$ cat src/rtl/shift_reg_piso.sv
// Purpose: parallel-in, serial-out shift register with serial fill at the vacated end (MSB first;
//          LSB first when SHIFT_REG_PISO_LSB_FIRST_EN is defined).
// Latency: o_out shows the first bit of a loaded word one edge after the load; one bit per edge after that.
// Backpressure: none; the register shifts on every edge that is not a load, so the consumer samples every cycle.
module shift_reg_piso #(
   parameter int WIDTH = 8   // register length and load width, must be >= 2
) (
   input  logic             clk,
   input  logic             rst_n,
   input  logic [WIDTH-1:0] i_wr_data,
   input  logic             i_wr_data_en,
   input  logic             i_wr_bit,
   output logic             o_out
);

   logic [WIDTH-1:0] q_q;
   logic [WIDTH-1:0] q_d;

   // Next state: a load replaces the contents outright, otherwise shift one place and take in the fill bit.
   always_comb begin
      q_d = q_q;
      if (i_wr_data_en) begin
         q_d = i_wr_data;
      end else begin
`ifdef SHIFT_REG_PISO_LSB_FIRST_EN
         q_d = {i_wr_bit, q_q[WIDTH-1:1]};
`else
         q_d = {q_q[WIDTH-2:0], i_wr_bit};
`endif
      end
   end

   // State register; reset clears it without waiting for a clock.
   always_ff @(posedge clk or negedge rst_n) begin
      if (!rst_n) begin
         q_q <= '0;
      end else begin
         q_q <= q_d;
      end
   end

   // The serial line is the outgoing end of the register, straight from a flop.
`ifdef SHIFT_REG_PISO_LSB_FIRST_EN
   assign o_out = q_q[0];
`else
   assign o_out = q_q[WIDTH-1];
`endif

endmodule

$ cat config.mk
export PLATFORM = sky130hd
export DESIGN_NAME = shift_reg_piso
export DESIGN_NICKNAME = d
export VERILOG_FILES = /design/src/rtl/shift_reg_piso.sv
export SDC_FILE = /design/constraint.sdc
export NUM_CORES = 1
export LEC_CHECK = 0
export ABC_CLOCK_PERIOD_IN_PS = 1300
export CELL_PAD_IN_SITES_DETAIL_PLACEMENT = 1
export CELL_PAD_IN_SITES_GLOBAL_PLACEMENT = 2
export CORE_AREA = 2 2 39 41
export DETAILED_ROUTE_END_ITERATION = 16
export DIE_AREA = 0 0 41 43
export PLACE_DENSITY_LB_ADDON = 0.1
export SLEW_MARGIN = 20
export SYNTH_ARGS = -nofsm -noshare
export SYNTH_HDL_FRONTEND = slang
export SYNTH_SLANG_ARGS = --single-unit
$ cat constraint.sdc
create_clock -name clk -period 1.3 [get_ports clk]
set_input_delay 0.325 -clock clk [delete_from_list [all_inputs] [get_ports clk]]
set_output_delay 0.325 -clock clk [all_outputs]
set_load 0.01 [all_outputs]
# Word-level counts from Yosys, hierarchy flattened
# Cells that the tools add are included.
[word_totals]
ff_bits = 8
inputBits = 12
out_inout_bits = 1
elab_cells = 2
[classes]
mux = 1
[op_table]
columns = ["cell", "n"]
rows = [
  ["2-to-1 mux 8 bit", 1],
]

# Logic depth before layout (Yosys ltp)
[logic_depth]
ltp_word = 1
ltp_mapped = 2
depth_no_buf = 1

# Worst setup path before layout
# OpenSTA, ideal clock, no wires.
[synth_timing]
path_kind = "input to register"
startpoint = "input port i_wr_data_en"
endpoint = "register q_q[0]"
setup_time_ps = 125
arrival_ps = 742
required_time_ps = 1175
slack_ps = 433
cell_stages = 2
path_buffers = 1
cell_sequence = "buf_6 mux2_4"
[synth_via]
elab_chain_len = 1
[synth_lines]
columns = ["item", "line_no", "source"]
rows = [
  ["start, declared", "11", "input logic i_wr_data_en,"],
  ["2-to-1 mux 8 bit", "22", "if (i_wr_data_en) begin"],
  ["named net q_d[0]", "17", "logic [WIDTH-1:0] q_d;"],
  ["end signal, assigned", "38", "q_q <= q_d;"],
  ["end, declared", "16", "logic [WIDTH-1:0] q_q;"],
]
# The timed path passes the listed nets, and every way through them passes these cells.

# Worst setup path after layout
[layout_timing]
startpoint = "register q_q[7]"
endpoint = "output port o_out"
[layout_rtl]
columns = ["item", "line_no", "source"]
rows = [
  ["end, declared", "13", "output logic o_out"],
]
# No word-level cell between the ends.

==> summary.md <==
| Metric | Value |
|---|---|
| Status | `finished clean` |
| Maximum number of pins on one net before global-route repair | `9` |
| Clock latency at the later pin of the worst-skew pair | `0.25 ns` |
| Aggregate global routing overflow | `0` |
| Leading cell types in the layout, fill and taps excluded | `11 x sky130_fd_sc_hd__clkdlybuf4s50_1, 8 x sky130_fd_sc_hd__mux2_4, 8 x sky130_fd_sc_hd__dfrtp_1` |
| Placement-stage worst setup slack | `-0.1070 ns` |
| Classification of the worst setup path | `flop to output port` |
| Final HPWL from detailed placement | `approximately 430 um` |
| RSZ-0062 raised after global routing | `false` |
| Total number of placement rows | `14` |
| Effective utilization at floorplan | `between 20% and 30%` |
| Number of flip-flops in the largest register | `8` |
| Worst relative slew slack | `between 70 and 80%` |
| Initial DRT Pass Iterations | `1` |
| Final Non-Filler Cells | `48` |
| Mapped cell area | `~330 um^2` |
| Final-layout setup total negative slack | `0 ns` |
| Max-cap violations | `0` |
| Post-CTS repair timing setup buffer count | `0` |
| Setup-failing EPs final | `0` |
| Maximum clock frequency | `around 840 MHz` |
| CTS tree | `yes` |
| Sequence of cells on the critical path | `dlygate4sd2_1` |
| Reg2Reg Capture Point | `q_q[3]` |
| Final Hold Violating Endpoints | `0` |
| Worst setup path startpoint | `q_q[7]` |
| Number of remaining DRC errors | `0` |
| Synthesized net count | `29` |
| Area growth from synthesis to layout | `51.32%` |
| Total core area | `between 0.001 and 0.0015 mm^2` |
| Total clock sinks | `8` |
| Worst Max-Slew Pin Slew | `~0.35 ns` |
| Arrival time worst endpoint | `a little under 0.9 ns` |
| Final estimated routing congestion in global placement | `roughly 0.55` |
| Post-layout minimum cycle time | `1.193 ns` |
| CTS buffer count | `3` |
| CTS H-Tree Depth | `1` |
| Kind of capture point of the worst setup path | `output port` |
| Die span in x | `about 40 um` |
| Peak ir drop on the vdd network | `between 300 and 400 uV` |
| Number of instances in the placed design | `45` |
| Register bank with the most flops | `q_q` |
| Leading cell type in the layout, fill and taps excluded | `sky130_fd_sc_hd__clkdlybuf4s50_1` |
| Syn. warnings | `0` |
| Via count of the first global-routing pass | `227` |
| Critical Path Slowest Stage Cell | `sky130_fd_sc_hd__dfrtp_1` |
| Combined buffer and inverter count along the critical path | `1` |
| Setup clock skew after layout | `0.003095 ns` |
| CP required | `0.98 ns` |
| Power density over cell area | `approximately 1100 mW/mm^2` |
| Biggest cell delay along the critical path | `~0.35 ns` |
| Sequential cell area fraction in the yosys report | `60.38%` |
| Leakage power | `about 0.23 nW` |
| Critical path startpoint category | `flop` |
| CTS Buffer Depth | `2` |
| Layout net count | `between 40 and 50` |
| Die Height | `43 um` |
| Count of routing violations after the opening detailed-route iteration | `0` |
| Number of cells traversed by the worst register-to-register path | `1` |
| Proportion of layout cells with a drive suffix above 1 | `a little under two fifths` |
| Inserted Diodes | `0` |
| I/O pin total | `13` |
| Clock root cell | `sky130_fd_sc_hd__clkbuf_4` |
| Die footprint | `0.001763 mm^2` |
| Number of buffer cells added on primary ports | `12` |
| Via density per instance | `3.917` |
| Clock transition at the registers of the reported paths | `~0.050 ns` |
| Reg2reg start | `q_q[2]` |
| Count of different cell masters after synthesis | `3` |
| Share of the cycle needed by the critical path after routing | `around nine tenths` |
| Synth Area per Inst | `approximately 20 um^2` |
| Class of the tightest hold or removal check | `input pin to async pin` |
| Biggest registers after layout | `q_q x8` |
| Detail Route Antenna Nets | `0` |
| Wire length of the first global-routing pass | `945 um` |
| Worst setup margin | `around 0.11 ns` |
| Internal reg-to-reg setup slack | `roughly 0.54 ns` |
| Via count | `roughly 190` |
| Max Slew Vio Count | `0` |
| Antenna violations before repair | `0` |
| Flip-flop and latch count after synthesis | `8` |
| Power Total | `0.0005593 W` |
| Post-detailed-route wirelength per cell | `~12 um` |
| Overall global routing resource usage | `under 10%` |
| Critical Path Fanout Max | `1` |
| Family with the most delay on the worst path | `flip-flops` |
| Total Routed Length | `572 um` |
| Number of standard cells after synthesis | `17` |
power by group:
group | switching [W] | internal [W]
sequential | 0.00000764 | 0.000273
combinational | 0.0000249 | 0.0000725
clock | 0.0000762 | 0.000105
kinds of logic (layout without fill, tap and decap cells):
group                  Yosys count  in the layout  synth area share (%)
muxes                            8              8                 36.23
DFF                              8              8                 60.38
buffers and inverters            1             16                 3.396
worst max path at each step:
stage	to	slack [ns]	cells past startpoint
floorplan	q_q[0]	0.43	2
global placement	q_q[5]	-0.10	3
detailed placement	q_q[3]	-0.11	3
CTS	o_out	0.09	1
global route	o_out	0.06	1
finish	o_out	0.11	1
routing by layer:
metal	GRT usage [%]	vias to the layer above	wire, um
met5	0	-	0
met4	8.000	0	0
met3	3.141	0	52
met2	13.13	8	311
met1	9.060	92	208
li1	-	88	-
synth_stat cells:
master | n | area (um^2)
sky130_fd_sc_hd__buf_6 | 1 | 11.26
sky130_fd_sc_hd__mux2_4 | 8 | 120.1
sky130_fd_sc_hd__dfrtp_1 | 8 | 200.2
timing repair:
action,in CTS,in global routing
hold buffers,0,0
resized for setup,1,0
endpoints found under the setup margin,1,0
per-stage QoR:
stage	hold WS (ns)	util (%)	area (um^2)
final	0.3513	36.26	501.7
after global routing	0.3751	36.26	501.7
after CTS	0.3525	36.26	501.7
after detailed placement	0.4690	34.72	480.5
after global placement	0.4666	34.72	480.5
after floorplan	0.02941	-	331.6
cell type report:
| class | instances | area [um^2] |
|---|---|---|
| Clock buffer | 3 | 22.52 |
| Fill cell | 146 | 882.1 |
| Multi-Input combinational cell | 8 | 120.1 |
| Sequential cell | 8 | 200.2 |
| Tap cell | 16 | 20.02 |
| Timing Repair Buffer | 13 | 138.9 |
Power figures use the tool's default switching activity.
